`config.mk`:
```
export PLATFORM = sky130hd
export DESIGN_NAME = adxl362_spi_master
export DESIGN_NICKNAME = d
export VERILOG_FILES = /design/src/rtl/adxl362_spi_master.sv
export SDC_FILE = /design/constraint.sdc
export NUM_CORES = 1
export LEC_CHECK = 0
export CAP_MARGIN = 20
export CORE_MARGIN = 1
export CORE_UTILIZATION = 45
export CTS_CLUSTER_SIZE = 10
export DETAILED_ROUTE_END_ITERATION = 16
export PLACE_DENSITY = 0.77
export RECOVER_POWER = 50
export SETUP_SLACK_MARGIN = 0.02
export SLEW_MARGIN = 20
export SYNTH_ARGS = -nofsm -noshare
export SYNTH_HDL_FRONTEND = slang
export SYNTH_SLANG_ARGS = --single-unit
```
`constraint.sdc`:
```
create_clock -name clk_16mhz -period 3.6 [get_ports clk_16mhz]
set_clock_uncertainty 0.05 [all_clocks]
set_input_delay 1.08 -clock clk_16mhz [delete_from_list [all_inputs] [get_ports clk_16mhz]]
set_output_delay 1.08 -clock clk_16mhz [all_outputs]
set_load 0.005 [all_outputs]
```
`src/rtl/adxl362_spi_master.sv`:
```
`timescale 1ns/1ps
`default_nettype none
// ============================================================================
// Module      : adxl362_spi_master
// Description : SPI mode-0 master for ADXL362 register transactions.
//               Sends a command byte, an address byte ({2'b00,address}) and
//               then `length` data bytes. Write data is pulled from the host
//               with wr_ready; read data is pushed to the host with rd_valid.
// Ports       : clk_16mhz, rst (async, active high)
//               start/command/address/length - transaction request
//               wr_data/wr_ready             - write byte handshake
//               rd_data/rd_valid             - read byte strobe
//               busy/done                    - transaction status
//               SCLK/MOSI/nCS/MISO           - SPI bus (CPOL=0, CPHA=0)
// Revision    : 1.0 - initial release
// ============================================================================
module adxl362_spi_master #(
    parameter int CLK_DIV  = 4,   // SCLK half-period in clk_16mhz cycles
    parameter int CS_SETUP = 2,   // nCS low to first SCLK activity
    parameter int CS_HOLD  = 2    // last SCLK fall to nCS high, and nCS high time
) (
    input  logic       clk_16mhz,
    input  logic       rst,
    input  logic       start,
    input  logic [7:0] command,
    input  logic [5:0] address,
    input  logic [4:0] length,
    input  logic [7:0] wr_data,
    output logic       wr_ready,
    output logic [7:0] rd_data,
    output logic       rd_valid,
    output logic       busy,
    output logic       done,
    output logic       SCLK,
    output logic       MOSI,
    output logic       nCS,
    input  logic       MISO
);

    localparam logic [2:0] c_ST_IDLE    = 3'd0;
    localparam logic [2:0] c_ST_SETUP   = 3'd1;
    localparam logic [2:0] c_ST_SHIFT   = 3'd2;
    localparam logic [2:0] c_ST_NEXT    = 3'd3;
    localparam logic [2:0] c_ST_HOLD    = 3'd4;
    localparam logic [2:0] c_ST_RECOVER = 3'd5;

    localparam logic [7:0] c_DIV_LAST   = 8'(CLK_DIV - 1);
    localparam logic [7:0] c_SETUP_LAST = 8'(CS_SETUP - 1);
    localparam logic [7:0] c_HOLD_LAST  = 8'(CS_HOLD - 1);
    localparam logic [7:0] c_CMD_WRITE  = 8'h0A;

    logic [2:0] r_state;
    logic [7:0] r_cnt;     // shared delay / half-period counter
    logic [2:0] r_bit;     // bit index within current byte
    logic [5:0] r_byte;    // bytes completed (header + data)
    logic [7:0] r_tx;
    logic [7:0] r_rx;
    logic [7:0] r_cmd;
    logic [5:0] r_addr;
    logic [4:0] r_len;

    logic       w_is_write;
    logic       w_hdr0_done;
    logic       w_more;
    logic       w_load_data;
    logic [7:0] w_data_byte;

    assign w_is_write  = (r_cmd == c_CMD_WRITE);
    assign w_hdr0_done = (r_byte == 6'd1);
    // Another byte follows while fewer than 2+length bytes have completed.
    assign w_more      = (r_byte < ({1'b0, r_len} + 6'd2));
    assign w_load_data = (r_state == c_ST_NEXT) && !w_hdr0_done && w_more;
    assign w_data_byte = w_is_write ? wr_data : 8'h00;

    // Combinational so the host sees the strobe in the same cycle wr_data
    // is captured into the shift register.
    assign wr_ready = w_load_data && w_is_write;

    always_ff @(posedge clk_16mhz or posedge rst) begin
        if (rst) begin
            r_state  <= c_ST_IDLE;
            r_cnt    <= 8'd0;
            r_bit    <= 3'd0;
            r_byte   <= 6'd0;
            r_tx     <= 8'd0;
            r_rx     <= 8'd0;
            r_cmd    <= 8'd0;
            r_addr   <= 6'd0;
            r_len    <= 5'd0;
            rd_data  <= 8'd0;
            rd_valid <= 1'b0;
            busy     <= 1'b0;
            done     <= 1'b0;
            SCLK     <= 1'b0;
            MOSI     <= 1'b0;
            nCS      <= 1'b1;
        end else begin
            done     <= 1'b0;
            rd_valid <= 1'b0;
            case (r_state)
                c_ST_IDLE: begin
                    // !done rejects a start that coincides with the done strobe.
                    if (start && !busy && !done) begin
                        r_cmd   <= command;
                        r_addr  <= address;
                        r_len   <= length;
                        r_tx    <= command;
                        MOSI    <= command[7];
                        r_cnt   <= 8'd0;
                        r_bit   <= 3'd0;
                        r_byte  <= 6'd0;
                        busy    <= 1'b1;
                        nCS     <= 1'b0;
                        r_state <= c_ST_SETUP;
                    end
                end
                c_ST_SETUP: begin
                    if (r_cnt >= c_SETUP_LAST) begin
                        r_cnt   <= 8'd0;
                        r_state <= c_ST_SHIFT;
                    end else begin
                        r_cnt <= r_cnt + 8'd1;
                    end
                end
                c_ST_SHIFT: begin
                    if (r_cnt >= c_DIV_LAST) begin
                        r_cnt <= 8'd0;
                        if (!SCLK) begin
                            SCLK <= 1'b1;
                            r_rx <= {r_rx[6:0], MISO};
                        end else begin
                            SCLK <= 1'b0;
                            if (r_bit == 3'd7) begin
                                r_bit   <= 3'd0;
                                r_byte  <= r_byte + 6'd1;
                                r_state <= c_ST_NEXT;
                            end else begin
                                r_bit <= r_bit + 3'd1;
                                r_tx  <= {r_tx[6:0], 1'b0};
                                MOSI  <= r_tx[6];
                            end
                        end
                    end else begin
                        r_cnt <= r_cnt + 8'd1;
                    end
                end
                c_ST_NEXT: begin
                    // This cycle counts as the first low cycle of the next
                    // byte (or of the hold time), so counting resumes at 1.
                    r_cnt <= 8'd1;
                    if ((r_byte >= 6'd3) && !w_is_write) begin
                        rd_data  <= r_rx;
                        rd_valid <= 1'b1;
                    end
                    if (w_hdr0_done) begin
                        r_tx    <= {2'b00, r_addr};
                        MOSI    <= 1'b0;
                        r_state <= c_ST_SHIFT;
                    end else if (w_more) begin
                        r_tx    <= w_data_byte;
                        MOSI    <= w_data_byte[7];
                        r_state <= c_ST_SHIFT;
                    end else begin
                        MOSI    <= 1'b0;
                        r_state <= c_ST_HOLD;
                    end
                end
                c_ST_HOLD: begin
                    if (r_cnt >= c_HOLD_LAST) begin
                        r_cnt   <= 8'd0;
                        nCS     <= 1'b1;
                        r_state <= c_ST_RECOVER;
                    end else begin
                        r_cnt <= r_cnt + 8'd1;
                    end
                end
                c_ST_RECOVER: begin
                    if (r_cnt >= c_HOLD_LAST) begin
                        r_cnt   <= 8'd0;
                        done    <= 1'b1;
                        busy    <= 1'b0;
                        r_state <= c_ST_IDLE;
                    end else begin
                        r_cnt <= r_cnt + 8'd1;
                    end
                end
                default: begin
                    r_state <= c_ST_IDLE;
                end
            endcase
        end
    end

endmodule
`default_nettype wire

```
### After elaboration in Yosys (flattened, before gate mapping)

Index checks and enable logic that the tools add are counted.
Widths: inputs -> output; s select.

| operators by class | value |
|---|---|
| add/sub/neg operators | 4 |
| $lt $le $gt $ge | 4 |
| eq/ne operators | 17 |
| muxes and demuxes | 50 |
| bitwise gates (word level) | 1 |
| reduce and logical (&&, ||, !) cells | 29 |

Operator list:

| cell | count |
|---|---|
| $mux 7 | 6 |
| $mux 3 | 13 |
| $mux 8 | 4 |
| $pmux 8 s4 | 1 |
| $mux 6 | 4 |
| $pmux 7 s3 | 1 |
| $pmux 3 s6 | 1 |
| $ne 2x2->1 const B | 8 |
| $mux 1 | 15 |
| $pmux 6 s2 | 1 |
| $reduce_and 5->1 | 2 |
| $eq 3x3->1 const B | 3 |
| $reduce_and 3->1 | 3 |
| $add 8x1->8 const B | 1 |
| $eq 8x4->1 const B | 1 |
| $ge 8x1->1 const B | 1 |
| $ge 8x2->1 const B | 1 |
| $reduce_and 2->1 | 4 |
| $reduce_and 7->1 | 1 |
| $add 5x2->6 const B | 1 |
| $add 6x1->6 const B | 1 |
| $eq 3x2->1 const B | 2 |
| $eq 6x1->1 const B | 1 |
| $ge 6x2->1 const B | 1 |
| 17 further kinds | 28 |

| word-level totals | value |
|---|---|
| flip-flop bits (word level) | 68 |
| bits of input ports | 31 |
| output and inout bits | 15 |

### Longest topological paths before layout

Gate-level depths: netlist of run 1.

| logic depth | value |
|---|---|
| depth in word-level cells | 5 |
| gate-level depth with buffers | 8 |

### Least setup slack after synthesis of run 1

OpenSTA, ideal clock, no wires.

| path | value |
|---|---|
| path kind | register to output |
| from | register r_len[1] |
| to | output port wr_ready |
| arrival | 1.639 ns |
| slack | 0.831 ns |
| stages on the path, launching flop included | 8 |
| path through | dfrtp_1 ha_1 inv_1 ha_1 a21oi_1 o21ai_0 a221oi_1 and2_1 |

| between the ends | value |
|---|---|
| cells in the longest elaborated chain, start to end | 4 |

RTL lines:

| item | line | text |
|---|---|---|
| from (decl) | 60 | `logic [4:0] r_len;` |
| from (signal assigned) | 106 | `r_len <= length;` |
| $add 5x2->6 | 71 | `assign w_more = (r_byte < ({1'b0, r_len} + 6'd2));` |
| $lt 6x6->1 | 71 |  |
| $logic_and 1x1->1 | 72 | `assign w_load_data = (r_state == c_ST_NEXT) && !w_hdr0_done && w_more;` |
| $logic_and 1x1->1 | 77 | `assign wr_ready = w_load_data && w_is_write;` |
| to (decl) | 29 | `output logic wr_ready,` |

Every way passes these cells.

### Worst setup path in the final report of run 1

| path | value |
|---|---|
| from | register r_len[2] |
| to | output port wr_ready |

Same word-level chain as after synthesis.

==> out/metrics.cfg, run 1 <==
[global_route]
grt_max_degree=39
gr-total-overflow=0
grt_pass1_vias=2418
use_met1_pct=27.6
antenna_found_initial=0
use_met2_pct=29.1
busiest_layer=met2
grt_pass1_wl_mm=11.7
use_met3_pct=5.82
grtUsageTotal_pct=19.9

[worst_setup_path]
reg2reg_depth=17
r2r_end=r_tx[5]$_DFFE_PP0P_
cp-end-kind=output port
critical_path_arrival_ns=2.37
startpoint_type=register
required_ns=2.47
rrSetupSlack_ns=0.11
critPathMaxFanout=3
crit_type=reg2out
r2r-start=r_len[2]$_DFFE_PP0P_

[cts]
cts_buffers=9
h-tree-depth=3
cts_root_buf=clkbuf_8
ctsLongestPathBuffers=2
clock_sinks=68
cts.clk_slew.worst_paths_ns=0.08
cts_tree=built
insertion_delay_ns=0.36

[detailed_routing]
wl_per_cell_um=15.6
via_per_inst=5.42
drc=0
wl_mm=7.27
dr.pass1.iters=4
vias=2519
antenna_left=0
drtIter0Drc=197

[floorplanning]
core_um2=7330
die_h_um=89.4
die_w_um=89.4
initial_core_util_pct=46.9
io_pins=46
rows=31
dieArea_um2=8000

[sta]
slew_violations=31
tightest_slew_ns=1.55
period_share_pct=97.2
fin_tns_setup_ns=0
rsz0062_at_grt=false
relSlewSlack_pct=-3.57
finalHoldViolCount=0
period_needed_ns=3.50
holdWs_ns=0.435
max_freq_mhz=286
setup_viol=0

[placed_design]
dp_hpwl_mm=4.74
gp_congestion=0.791
portBuffers=45

[run_status]
violations=max-capacitance violations, max-slew violations
status=finished, violations left

[cells_and_area]
final_common_cell=dfrtp_1
layout_common_cells=67 x dfrtp_1, 42 x clkdlybuf4s50_1, 37 x mux2_2
utilization_pct=60.1
drive_gt1_share_pct=28.4
antenna_cells=0
fin_nets=405
synthToLayoutAreaGrowth_pct=28.1

[synthesis]
synth_cell_types=57
synthCells=289
syn_area_um2=3440
synth-seq-cells=68
synth_edf_count=0
yosys_warnings=0
ys_async_sr_fraction_pct=100
synth_top_flop_cell=dfrtp_1
synth_nets=333
syn_area_per_cell_um2=11.9
ys_seq_area_share_pct=49.5

[power]
powerDensity_nw_per_um2=877
ir_drop_uv=404
leakage_nw=1.96
finalPower_mw=3.86

[hold_path]
hold_depth=2
worstHoldStart=nCS$_DFFE_PP1P_
hp-class=reg2reg
hold_path_end=nCS$_DFFE_PP1P_

[run]
cap_violations=1

layout make-up:
cell class / count / area [um2]
Clock buffer: 10 / 138
Clock inverter: 6 / 63.8
Fill cell: 561 / 2920
Inverter: 12 / 45.0
Multi-Input combinational cell: 197 / 1660
Sequential cell: 68 / 1700
Tap cell: 99 / 124
Timing Repair Buffer: 73 / 676
through the flow:
step	area (um2)	worst slack, ns	std cells
after global routing	4410	0.0134	465
final	4410	0.100	465
after global placement	4050	0.201	431
after detailed placement	4050	0.147	431
after CTS	4410	0.0228	465
after floorplan	3440	0.760	289
flip-flops by register name, summed over array words and instances (netlist names):
| signal | count |
|---|---|
| r_cmd | 8 |
| r_cnt | 8 |
| r_rx | 8 |
| rd_data | 8 |
| r_tx | 7 |
| r_addr | 6 |
| r_byte | 6 |
| r_len | 5 |
| r_bit | 3 |
| r_state | 3 |
| MOSI | 1 |
| SCLK | 1 |
| busy | 1 |
| done | 1 |
| nCS | 1 |
| rd_valid | 1 |
worst max path at each step:
| stage | startpoint | end | slack, ns | cells past startpoint |
|---|---|---|---|---|
| after floorplan | rst | MOSI$_DFFE_PP0P_ | 0.76 | 1 |
| after global placement | r_len[1]$_DFFE_PP0P_ | wr_ready | 0.20 | 8 |
| after detailed placement | r_len[1]$_DFFE_PP0P_ | wr_ready | 0.15 | 8 |
| after CTS | r_len[2]$_DFFE_PP0P_ | r_tx[3]$_DFFE_PP0P_ | 0.02 | 18 |
| after global routing | r_len[3]$_DFFE_PP0P_ | wr_ready | 0.01 | 7 |
| final | r_len[2]$_DFFE_PP0P_ | wr_ready | 0.1 | 9 |
critical path, cell delays in order (launching register included):
cell	delay, ns
dfrtp_1	0.40
ha_2	0.33
inv_2	0.04
ha_4	0.24
a21oi_2	0.15
o21ai_2	0.07
buf_4	0.14
a221oi_4	0.25
and2_4	0.19
clkdlybuf4s15_1	0.20
synthesized netlist by cell type, drive strengths merged (2+ instances only):
library cell	count	share of area [%]
inv	12	1.3
a31oi	6	1.1
nor2	21	2.4
or3	2	0.36
nand4	6	1.1
clkbuf	7	0.80
mux2i	2	0.58
a21o	2	0.44
ha	13	4.7
o31ai	2	0.44
a21oi	9	1.3
nor2b	2	0.36
nor4	2	0.98
nand3	9	1.3
nand2	10	1.2
or4	2	0.55
and2	3	0.55
dfrtp	67	49
a2111oi	2	0.51
o21ai	9	1.3
nor3	5	0.87
nor3b	2	0.58
nand2b	10	1.8
a211oi	4	1.0
and3	2	0.36
xnor2	5	1.3
buf	5	0.98
mux2	44	15
a221o	7	2.0
where the power goes:
group | internal [mW] | switching [mW] | leakage, nW
clock network | 0.337 | 0.306 | 0.0983
logic | 1.13 | 0.858 | 1.00
registers | 1.04 | 0.193 | 0.863
per-layer routing:
layer | up-vias | wire length, um
met1 | 1248 | 3360
met3 | 11 | 315
met5 | - | 0
met2 | 53 | 3470
met4 | 0 | 123
li1 | 1207 | -
cells by family (layout without fill, tap and decap cells):
kind of cell	Yosys count	count (layout)	share of synthesized area [%]
compound gates	51	51	11.8
flops	68	68	49.5
buf+inv	24	101	3.09
mux	46	46	15.8
simple gates	81	81	13.6
fa+ha+maj	13	13	4.73
xor+xnor	6	6	1.53
repair_timing:
action | in CTS | in global routing
setup endpoints to repair | 1 | 8
hold buffers | 0 | 0
pin swaps | 4 | 7
resized for setup | 6 | 7
setup buffers | 18 | 2
(Power assumes the default switching activity.)
==> inputs of run 2 (changes only) <==
--- a/config.mk
+++ b/config.mk
@@ -10,10 +10,11 @@
 export CORE_UTILIZATION = 45
 export CTS_CLUSTER_SIZE = 10
 export DETAILED_ROUTE_END_ITERATION = 16
+export GPL_ROUTABILITY_DRIVEN = 0
 export PLACE_DENSITY = 0.77
 export RECOVER_POWER = 50
+export REMOVE_ABC_BUFFERS = 1
 export SETUP_SLACK_MARGIN = 0.02
-export SLEW_MARGIN = 20
 export SYNTH_ARGS = -nofsm -noshare
 export SYNTH_HDL_FRONTEND = slang
 export SYNTH_SLANG_ARGS = --single-unit
==> run 2 against run 1 <==
The run now ends clean. Final area down 2.8%. Non-clock buffer count down 15. Setup slack improved by 0.032 ns. Sequential power about the same. Largest cell class unchanged.
==> out/metrics.cfg, run 2 (synthesized netlist as in run 1, its figures left out) <==
[cells_and_area]
fin_nets=390
synthToLayoutAreaGrowth_pct=24.6
drive_gt1_share_pct=24.5
final_common_cell=dfrtp_1
fillers=608
layout_common_cells=67 x dfrtp_1, 42 x clkdlybuf4s50_1, 37 x mux2_2
antenna_cells=0
final_area_um2=4290

[sta]
rsz0062_at_grt=false
period_share_pct=96.3
max_freq_mhz=288
slew_violations=0
fin_tns_setup_ns=0
tightest_slew_ns=1.41
relSlewSlack_pct=5.67
finalHoldViolCount=0
setup_viol=0
period_needed_ns=3.47

[worst_setup_path]
cp-end-kind=output port
r2r_end=rd_data[1]$_DFFE_PP0P_
reg2reg_depth=5
startpoint_type=register
critPathMaxFanout=3
critical_path_arrival_ns=2.34
rrSetupSlack_ns=0.86
cpPeakStageDelay_ns=0.41
crit_type=reg2out
worstPathCellList=ha_2 -> inv_1 -> ha_1 -> a21oi_2 -> o21ai_2 -> a221oi_2 -> buf_4 -> and2_1 -> clkbuf_2
required_ns=2.47
cpMaxStageDelayCell=dfrtp_1
r2r-start=r_state[2]$_DFFE_PP0P_

[cts]
ctsLongestPathBuffers=2
clock_sinks=68
cts_buffers=9
h-tree-depth=3
cts_root_buf=clkbuf_8
insertion_delay_ns=0.34
cts_tree=built
cts.clk_slew.worst_paths_ns=0.08

[detailed_routing]
via_per_inst=5.49
vias=2469
wl_per_cell_um=15.5
wl_mm=6.99
drc=0
antenna_left=0
drtIter0Drc=157
dr.pass1.iters=4

[power]
ir_drop_uv=347
powerDensity_nw_per_um2=843
leakage_nw=1.91

[placed_design]
portBuffers=45
dpl_cell_area_um2=4040
dp_hpwl_mm=4.99

[floorplanning]
die_h_um=89.4
dieArea_um2=8000
core_um2=7330
die_w_um=89.4
io_pins=46
rows=31
initial_core_util_pct=46.9

[global_route]
grt_pass1_vias=2410
grt_max_degree=43
antenna_found_initial=0
gr-total-overflow=0
grt_pass1_wl_mm=11.5
grtUsageTotal_pct=19.4

[hold_path]
hold_path_end=nCS$_DFFE_PP1P_
hp-class=reg2reg
worstHoldStart=nCS$_DFFE_PP1P_
hold_depth=2

[run_status]
status=finished, final reports clean

[run]
cap_violations=0

-- run 2: changes by cell type in the layout (fill, tap and decap cells not counted), sizes merged --
cell	delta
bufinv	+2
buf	-14
inv	+1
clkdlybuf4s15	-1
clkinv	-1
clkinvlp	-2
-- run 2: per-stage QoR --
stage	cells	util (%)	hold slack (ns)	setup WS (ns)	power, mW
2_1_floorplan	277	-	0.408	0.262	2.33
3_3_place_gp	430	55.1	0.421	0.217	2.72
3_5_place_dp	430	55.1	0.421	0.0699	2.79
4_1_cts	449	58.9	0.436	0.0736	3.63
5_1_grt	450	58.5	0.453	0.0260	3.85
6_report	450	58.5	0.434	0.132	3.61
-- run 2: how the worst max path moves through the flow --
stage                         startpoint                     to  slack (ns)  cells after the start
finish              r_len[2]$_DFFE_PP0P_               wr_ready        0.13                      9
detailed placement  r_len[1]$_DFFE_PP0P_               wr_ready        0.07                      9
global route        r_len[2]$_DFFE_PP0P_               wr_ready        0.03                      9
CTS                 r_len[2]$_DFFE_PP0P_               wr_ready        0.07                      9
floorplan                          start  r_addr[0]$_DFFE_PP0P_        0.26                      4
global placement    r_len[1]$_DFFE_PP0P_               wr_ready        0.22                      9
-- run 2: worst max-delay path: cells and delay by family (launching register included) --
kind | cells | cell delay (ns)
DFF | 1 | 0.41
and+or+nand+nor | 1 | 0.13
buffers and inverters | 3 | 0.32
adders and majority gates | 2 | 0.63
AOI/OAI and AO/OA | 3 | 0.52
-- run 2: final cells by class --
class / count / area [um2] / area share (%)
sequential: 68 / 1700 / 39.7
multi-input combinational: 197 / 1640 / 38.2
timing repair buffer: 58 / 537 / 12.5
clock buffer: 10 / 128 / 2.98
tap: 99 / 124 / 2.89
clock inverter: 6 / 113 / 2.63
inverter: 12 / 45.0 / 1.05
-- run 2: repair_timing --
action,in CTS,in global routing
gates resized for setup,6,2
buffers inserted,3,1
hold endpoints to repair,0,0
pin swaps,4,2
hold buffers,0,0
endpoints found under the setup margin,1,1
-- run 2: report_power, final --
group	internal [mW]	switching (mW)
registers	1.04	0.192
logic	0.851	0.775
clock network	0.461	0.293
total	2.35	1.26
-- run 2: routing by layer --
metal	track usage, %	routed length (um)
met5	0	0
met4	9.24	106
met3	3.32	180
met2	30.6	3460
met1	26.0	3250
==> inputs of run 3 (changes only) <==
--- a/config.mk
+++ b/config.mk
@@ -15,6 +15,7 @@
 export RECOVER_POWER = 50
 export REMOVE_ABC_BUFFERS = 1
 export SETUP_SLACK_MARGIN = 0.02
+export SLEW_MARGIN = 10
 export SYNTH_ARGS = -nofsm -noshare
 export SYNTH_HDL_FRONTEND = slang
 export SYNTH_SLANG_ARGS = --single-unit
==> results of run 3 <==
Same layout as run 2: the final DEF is identical, and so are final timing and power.
